--- src/rtl/useq_pkg.sv ---
`default_nettype none
// ============================================================================
// Module      : useq_pkg
// Description : Shared constants for the microsequencer: opcodes, state IDs,
//               next-state-select encodings and control-word field positions.
// Revision    : 1.0 - initial release
// ============================================================================
package useq_pkg;

    // Control-word geometry
    localparam int CW_W        = 25;
    localparam int CW_NSSEL_HI = 6;
    localparam int CW_NSSEL_LO = 5;
    localparam int CW_DBIN_HI  = 4;
    localparam int CW_DBIN_LO  = 0;

    // Next-state select encodings
    typedef enum logic [1:0] {
        NS_DIRECT  = 2'b00,
        NS_DECODE1 = 2'b01,
        NS_DECODE2 = 2'b10,
        NS_COND    = 2'b11
    } nssel_e;

    // Opcodes
    localparam int OP_LDR_RR = 0;
    localparam int OP_STR_RR = 1;
    localparam int OP_OP_RR  = 2;
    localparam int OP_POP    = 3;
    localparam int OP_PUSH   = 4;
    localparam int OP_BRZ    = 5;
    localparam int OP_LDR_RM = 6;
    localparam int OP_STR_RM = 7;
    localparam int OP_OP_RM  = 8;
    localparam int OP_TEST   = 9;

    // State IDs
    localparam int START0 = 0;
    localparam int ABDM1  = 1;
    localparam int ADRM1  = 5;
    localparam int BRZZ1  = 9;
    localparam int LDRM1  = 10;
    localparam int STRM1  = 11;
    localparam int OPRM1  = 12;
    localparam int TEST1  = 14;
    localparam int LDRR1  = 15;
    localparam int STRR1  = 16;
    localparam int OPRR1  = 17;
    localparam int POPR1  = 19;
    localparam int PUSH1  = 21;
    localparam int TRAP   = 31;

endpackage : useq_pkg
`default_nettype wire

--- src/rtl/useq_decode.sv ---
`default_nettype none
// ============================================================================
// Module      : useq_decode
// Description : Combinational opcode/addressing-mode map. Returns the target
//               state and an illegal flag for either dispatch level.
// Revision    : 1.0 - initial release
// ============================================================================
module useq_decode
    import useq_pkg::*;
#(
    parameter int ADDR_W = 5,
    parameter int OP_W   = 4
) (
    input  logic [OP_W-1:0]   opcode_i,
    input  logic [1:0]        amode_i,
    input  logic              second_i,   // 0: first-level, 1: second-level
    output logic [ADDR_W-1:0] state_o,
    output logic              illegal_o
);

    // Two-level dispatch table; anything unmapped is flagged illegal
    always_comb begin
        state_o   = '0;
        illegal_o = 1'b0;
        if (!second_i) begin
            case (opcode_i)
                OP_W'(OP_LDR_RR): state_o = ADDR_W'(LDRR1);
                OP_W'(OP_STR_RR): state_o = ADDR_W'(STRR1);
                OP_W'(OP_OP_RR):  state_o = ADDR_W'(OPRR1);
                OP_W'(OP_POP):    state_o = ADDR_W'(POPR1);
                OP_W'(OP_PUSH):   state_o = ADDR_W'(PUSH1);
                OP_W'(OP_BRZ):    state_o = ADDR_W'(BRZZ1);
                OP_W'(OP_LDR_RM), OP_W'(OP_STR_RM),
                OP_W'(OP_OP_RM),  OP_W'(OP_TEST): begin
                    // Memory-operand forms first compute the address
                    case (amode_i)
                        2'd0:    state_o   = ADDR_W'(ABDM1);
                        2'd1:    state_o   = ADDR_W'(ADRM1);
                        default: illegal_o = 1'b1;
                    endcase
                end
                default: illegal_o = 1'b1;
            endcase
        end else begin
            case (opcode_i)
                OP_W'(OP_LDR_RM): state_o   = ADDR_W'(LDRM1);
                OP_W'(OP_STR_RM): state_o   = ADDR_W'(STRM1);
                OP_W'(OP_OP_RM):  state_o   = ADDR_W'(OPRM1);
                OP_W'(OP_TEST):   state_o   = ADDR_W'(TEST1);
                default:          illegal_o = 1'b1;
            endcase
        end
    end

endmodule : useq_decode
`default_nettype wire

--- src/rtl/microsequencer.sv ---
`default_nettype none
// ============================================================================
// Module      : microsequencer
// Description : Next-state address generator for the control store. Keeps a
//               registered micro-PC, repeats on mem_wait, traps illegal
//               opcodes.
//               Build option USEQ_ILLEGAL_TRAP_EN: illegal decodes enter an
//               absorbing trap state and set a sticky flag; otherwise they
//               refetch state 0.
// Revision    : 1.0 - initial release
// ============================================================================
module microsequencer
    import useq_pkg::*;
#(
    parameter int ADDR_W     = 5,
    parameter int OP_W       = 4,
    parameter int TRAP_STATE = 31
) (
    input  logic              clock,
    input  logic              reset_n,
    input  logic [CW_W-1:0]   controlword,
    input  logic [OP_W-1:0]   ir_opcode,
    input  logic [1:0]        ir_amode,
    input  logic              zflag,
    input  logic              mem_wait,
    output logic [ADDR_W-1:0] address,
    output logic [ADDR_W-1:0] upc,
    output logic              illegal
);

`ifdef USEQ_ILLEGAL_TRAP_EN
    localparam bit TRAP_EN = 1'b1;
`else
    localparam bit TRAP_EN = 1'b0;
`endif

    // Where an illegal decode goes: trap state, or refetch from start0
    localparam logic [ADDR_W-1:0] ILL_TARGET = TRAP_EN ? ADDR_W'(TRAP_STATE) : '0;

    nssel_e            nssel;
    logic [4:0]        dbin;
    logic [ADDR_W-1:0] dec_state;
    logic              dec_illegal;
    logic [ADDR_W-1:0] upc_q;
    logic [ADDR_W-1:0] upc_d;
    logic              unused_cw;

    assign nssel     = nssel_e'(controlword[CW_NSSEL_HI:CW_NSSEL_LO]);
    assign dbin      = controlword[CW_DBIN_HI:CW_DBIN_LO];
    // Upper control-word bits drive the datapath, not sequencing
    assign unused_cw = &{1'b0, controlword[CW_W-1:CW_NSSEL_HI+1]};

    useq_decode #(
        .ADDR_W (ADDR_W),
        .OP_W   (OP_W)
    ) u_decode (
        .opcode_i  (ir_opcode),
        .amode_i   (ir_amode),
        .second_i  (nssel == NS_DECODE2),
        .state_o   (dec_state),
        .illegal_o (dec_illegal)
    );

    // Micro-PC register: loads the address presented to the control store
    always_ff @(posedge clock or negedge reset_n) begin
        if (!reset_n) begin
            upc_q <= '0;
        end else begin
            upc_q <= upc_d;
        end
    end

    // Next-state selection in priority order: reset, trap, wait, decode
    always_comb begin
        upc_d = upc_q;
        if (!reset_n) begin
            upc_d = '0;
        end else if (TRAP_EN && (upc_q == ADDR_W'(TRAP_STATE))) begin
            upc_d = ADDR_W'(TRAP_STATE);
        end else if (mem_wait) begin
            upc_d = upc_q;
        end else begin
            case (nssel)
                NS_DIRECT:  upc_d = ADDR_W'(dbin);
                NS_DECODE1,
                NS_DECODE2: upc_d = dec_illegal ? ILL_TARGET : dec_state;
                NS_COND:    upc_d = ADDR_W'({dbin[4:1], zflag});
                default:    upc_d = '0;
            endcase
        end
    end

`ifdef USEQ_ILLEGAL_TRAP_EN
    logic illegal_q;

    // Sticky flag: set when the trap state is loaded, cleared only by reset
    always_ff @(posedge clock or negedge reset_n) begin
        if (!reset_n) begin
            illegal_q <= 1'b0;
        end else if (upc_d == ADDR_W'(TRAP_STATE)) begin
            illegal_q <= 1'b1;
        end
    end
`endif

    // Outputs to the control store and status
    always_comb begin
        address = upc_d;
        upc     = upc_q;
`ifdef USEQ_ILLEGAL_TRAP_EN
        illegal = illegal_q;
`else
        illegal = 1'b0;
`endif
    end

endmodule : microsequencer
`default_nettype wire

--- config.mk ---
export PLATFORM = sky130hd
export DESIGN_NAME = microsequencer
export DESIGN_NICKNAME = d
export VERILOG_FILES = /design/src/rtl/useq_pkg.sv /design/src/rtl/useq_decode.sv /design/src/rtl/microsequencer.sv
export SDC_FILE = /design/constraint.sdc
export NUM_CORES = 1
export LEC_CHECK = 0
export CAP_MARGIN = 25
export CORE_MARGIN = 2
export CORE_UTILIZATION = 30
export CTS_BUF_LIST = sky130_fd_sc_hd__clkbuf_4
export DETAILED_ROUTE_END_ITERATION = 12
export GPL_TIMING_DRIVEN = 1
export MAX_ROUTING_LAYER = met4
export PLACE_DENSITY = 0.77
export SYNTH_ARGS = -nofsm -noshare
export SYNTH_HDL_FRONTEND = slang
export SYNTH_SLANG_ARGS = --single-unit
--- constraint.sdc ---
create_clock -name clock -period 1.8 [get_ports clock]
set_clock_uncertainty 0.05 [all_clocks]
set_input_delay 0.36 -clock clock [delete_from_list [all_inputs] [get_ports clock]]
set_output_delay 0.36 -clock clock [all_outputs]
set_load 0.02 [all_outputs]
==> Word-level counts from Yosys, hierarchy flattened <==
Cells that the tools add are included.
{ "word_totals": {"ff_bits": 5, "out_inout_bits": 11, "word_cells": 33} }
{ "classes": {"n_eq_ne": 13, "mux": 12, "reduce_logical": 7} }
{ "ops": {"columns": ["operator", "count"], "rows": [
  ["5-bit one-hot mux with 7 select lines", 1],
  ["5-bit 2-to-1 mux", 4],
  ["4-bit by 3-bit == test with 1-bit output, second input constant", 4],
  ["4-bit one-hot mux with 4 select lines", 1],
  ["5-bit one-hot mux with 3 select lines", 1],
  ["4-bit by 2-bit == test with 1-bit output, second input constant", 2],
  ["4-bit == test, second input constant", 2],
  ["3-bit one-hot mux with 2 select lines", 1],
  ["6-bit OR reduction", 1],
  ["2-bit by 1-bit == test with 1-bit output, second input constant", 2],
  ["2-bit == test, second input constant", 2],
  ["4-bit by 1-bit == test with 1-bit output, second input constant", 1],
  ["2-bit logical NOT", 2],
  ["4-bit logical NOT", 1],
  ["2-bit OR reduction", 2],
  ["4-bit OR reduction", 1],
  ["1-bit 2-to-1 mux", 3],
  ["1-bit one-hot mux with 2 select lines", 1]
]} }

==> Logic depth before layout (Yosys ltp) <==
{ "logic_depth": {"word_depth": 9, "ltp_mapped": 7} }

==> Hierarchy <==
A second synthesis with hierarchy kept.
{ "hier_totals": {"hier_cells": 68, "hier_area_um2": 536.8} }
{ "modules_own_cells": {"columns": ["mod", "n_inst", "cells_per_inst", "area_each_um2"], "rows": [
  ["microsequencer", 1, 32, 301.5],
  ["useq_decode", 1, 36, 235.2]
]} }

==> Least setup slack after synthesis <==
No wires, ideal clock.
{ "synth_path": {"path_type": "input to output", "from": "input port controlword[5]", "to": "output port address[0]", "t_arrival_ns": 1.582, "setup_slack_ns": -0.192, "cell_stages": 7, "path_cell_list": "inv_1 ha_1 buf_2 nor2b_1 a221oi_2 o21ai_1 a211oi_2"} }
{ "synth_via": {"elab_chain_len": 6, "word_cells_on_any_way": 11} }
{ "synth_lines": {"columns": ["element", "line_no", "source"], "rows": [
  ["from (decl)", "microsequencer.sv:21", "input logic [CW_W-1:0] controlword,"],
  ["2-bit == test", "microsequencer.sv:59, microsequencer.sv:83", null],
  ["5-bit 2-to-1 mux or 1-bit 2-to-1 mux (tied branches)", "useq_decode.sv:25", "if (!second_i) begin"],
  ["5-bit 2-to-1 mux", "microsequencer.sv:86", "NS_DECODE2: upc_d = dec_illegal ? ILL_TARGET : dec_state;"],
  ["5-bit one-hot mux with 3 select lines *", "microsequencer.sv:83", "case (nssel)"],
  ["5-bit 2-to-1 mux *", "microsequencer.sv:80", "end else if (mem_wait) begin"],
  ["5-bit 2-to-1 mux *", "microsequencer.sv:76", "if (!reset_n) begin"],
  ["to (decl)", "microsequencer.sv:26", "output logic [ADDR_W-1:0] address,"]
]} }
Mark *: on every way between the ends. The rest lies on a longest branch, timed or not.

==> Worst setup path in the final report <==
{ "layout_path": {"from": "input port controlword[6]", "to": "output port address[2]"} }
Same word-level chain as after synthesis.

==> metrics list <==
* Part of the total power dissipated in the clock network: 26.9%
- Via count of the routed design: 783
- The hold violation count in the final report came to 0.
- Number of register bits inferred by synthesis: 5
* Kind of cell adding the most delay to the critical path: buffers and inverters
- Average vias per placed instance: around 5.2
* Int Power: 380 uW
- The mapped netlist covers 581 sq um.
- Based on the critical path, the design can be clocked at up to slightly below 500 MHz.
- Across all setup checks in the final design, the least slack found is -210 ps.
- In this run the power density over the cells is 476 nW/um^2.
- Number of search-and-repair iterations in the first detailed-routing pass: 4
- Die outline area: about 2300 sq um
- CP max stage cell: a32o_2
- Post-route DRC violation count: 0
- Flip-flop and latch area: 125 sq um
- WL final: 2.24 mm
- Data on the critical path arrives at its endpoint at 1600 ps.
- Counting I/O delays and the setup requirement, the final critical path takes between 2000 and 2500 ps.
- Setup TNS after final layout: -763 ps
- Hold crit path type: in2async
* Starting Density: 32.9%
- Total number of cells along the worst setup path: 8
- Xor and xnor fraction of the mapped netlist area: 4.53%
* Net switching share of the total power: 33.9%
* Most used DFF post-synth: dfrtp_1
- Once detailed placement completed, the half-perimeter wirelength came to 1.50 mm.
* Violated checks: setup timing
- Number of I/O pins: 46
- Register-to-Register Path Depth: 5
* Startpoint-to-endpoint class of the critical path: in2out
- Synth async-reset ratio: 100%
- Area of the multi-input gates: 534 sq um
- Status: finished with violations
* Wire length of the first global-routing pass: 3.28 mm
* Core region area: 1760 sq um
- Adder-cell area share of the yosys netlist: 6.47%
* # nets final: approximately 160
- Critical Path RT: 1390 ps
- The number of antenna diodes in the final layout is 0.
- Root Driver: clkbuf_4
* Sequential group share of total power: 21.6%
- Final Wtd Congestion: 0.845
- Clock transition at path regs: 40 ps
* Maximum vdd drop: 0.000370 V
- STA classifies the critical path startpoint as an input pin.
* Commonest cells in the synthesized netlist: a21oi_1 (7), o21ai_0 (7), dfrtp_1 (5), nor2_1 (5)
* TritonCTS clock tree: yes
* Setup repair after global routing missed its margin: yes
- Cell repeated most along the worst path: buf_4
* Synth top area share: between 20 and 25%
- Chip Width: roughly 48 microns
- Fraction of the cycle the final worst path needs: 112%
- In the final layout, the share of cells above drive strength 1 is 57.6%.
- After detailed placement, the design holds a cell count of 138.
- Instance count of the mapped netlist: 73
- Max FO, Critical Path: 7
- The synthesized design spends more area on one cell type than any other, namely dfrtp_1.
- Top area cells in the synthesized netlist: dfrtp_1 (22%), ha_1 (6.5%), a21oi_1 (6.0%), o21ai_0 (6.0%), nand2b_1 (4.3%)
- Counting every net in the synthesized netlist gives about 110.
- Clock latency on the worst-skew pair, taken at its later pin, is about 250 ps.
- Clock tree synthesis inserted a total of 3 buffers.
* Simple-gate share of the synthesized area: 19.8%
- Leakage power of the design: approximately 0.54 nW
- Counting the fill cells in the layout gives 147.
* Largest net degree at the start of global routing: 11
- Post-synth EDFFs: 0
- Combinational fraction of design power: 51.6%
- The clock net in this run drives a total of 5 sinks.
* Multiplexer fraction of the synthesized cell area: around 1.7%
* GRT Total Usage: 21.6%
- Max-cap violations: 0
- Number of global-route vias before repair: roughly 770
- CTS HTree Levels: 1
- The average instance in the mapped netlist occupies slightly below 8 sq um.
* Critical Path Max Stage Delay: 280 ps
- After synthesis, the netlist uses 35 different library cells.
- Sw power: slightly below 200 uW
* CP Cell Sequence: buf_8 -> buf_6 -> ha_4 -> buf_4 -> nor2b_4 -> o22ai_2 -> a32o_2 -> buf_4
- Area added between synthesis and finish: 108%
* Share of synthesized area occupied by flip-flops and latches: 21.6%
- Counting along the longest clock path gives a buffer depth of 2.
* Overflow after GRT: 0
- 1st-iter DRT viols: 12
- By area, the combinational part of the netlist is dominated by compound AO/OA/AOI/OAI gates.
- The register with the most flip-flops in the layout has 5 of them.
* Max Slew Vio Count: 0
* Finished Layout Cells: 150
* Critical Path Sink Type: output port
* Synthesized-area fraction occupied by ao, oa, aoi and oai cells: approximately 36%
* Number of standard-cell rows in the floorplan: 15
- The count of buffers added on input and output ports is 26.
- Routed wire length per instance: 14.9 microns
- The initial antenna violation count is 0.
- The count of nets left with antenna violations once routing finished came out at 0.
* Number of failing setup endpoints in the final timing report: 5
- Critical path buffers and inverters: 4
- From bottom edge to top edge, the die measures 48.0 microns.
- Yosys printed 0 warnings.
==> power groups by stage <==
stage               logic, mW  clock network (mW)  registers (mW)
floorplan               0.103                   0           0.134
global placement        0.223                   0           0.125
detailed placement      0.230                   0           0.125
CTS                     0.276               0.152           0.124
global route            0.316               0.166           0.124
finish                  0.296               0.154           0.124
==> final timing paths <==
check | startpoint | to | slack (ps)
max | controlword[6] | address[2] | -210
min | reset_n | upc[1] | 390
max reg2reg | upc[3] | upc[3] | 590
min reg2reg | upc[0] | upc[0] | 610
max in group asynchronous | reset_n | upc[2] | 1180
min in group clock | upc[0] | upc[0] | 610
==> area by class of cell <==
cell class	count	share of cell area (%)
inverters	4	1.87
flip-flops and latches	5	10.4
multi-input cells	59	44.2
well taps	25	2.59
clock buffers	4	2.49
repair buffers	53	38.4
==> routing by layer <==
metal	vias to the layer above	wire length [microns]	track usage, %
met1	378	784	22.5
met4	0	78	7.57
met3	10	96	6.04
met2	28	1280	38.4
li1	367	-	-
met5	-	0	-
==> cell families after synthesis <==
| group | Yosys count |
|---|---|
| adders and majority gates | 3 |
| AOI/OAI and AO/OA | 29 |
| buffers and inverters | 9 |
| DFF | 5 |
| and+or+nand+nor | 22 |
| other | 1 |
| xor gates and xnor gates | 3 |
| muxes | 1 |
==> stage by stage <==
stage	instance area, sq um	total power [mW]	utilization, %	setup WS [ps]	hold slack (ps)
2_1_floorplan	609	0.238	-	-34.4	14.4
3_3_place_gp	997	0.347	56.5	-1060	538
3_5_place_dp	997	0.355	56.5	-1150	550
4_1_cts	1160	0.551	66.0	-179	397
5_1_grt	1210	0.606	68.4	-259	397
6_report	1210	0.574	68.4	-210	390
==> repair_timing <==
item                                    CTS  global route
hold buffers                              0             0
endpoints found under the setup margin    7             5
endpoints found under the hold margin     0             0
pin swaps                                13             5
buffers inserted                          6             2
resized for setup                        87             8
==> layout by cell type, fill, tap and decap left out, types with 2 or more instances in the layout <==
cell type        Yosys  layout
a21o_1               2       2
a21oi_1              7       3
a21oi_2              0       4
buf_2                2       4
buf_4                1      26
buf_6                2       6
buf_8                0       2
clkbuf_4             0       4
clkdlybuf4s50_1      0      14
dfrtp_1              5       5
ha_4                 0       2
inv_2                0       2
nand2_1              4       4
nand2b_1             4       4
nor2_1               5       2
nor2_2               0       2
nor2b_4              0       3
o21ai_0              7       5
o21ai_1              1       3
(Power assumes the default switching activity.)
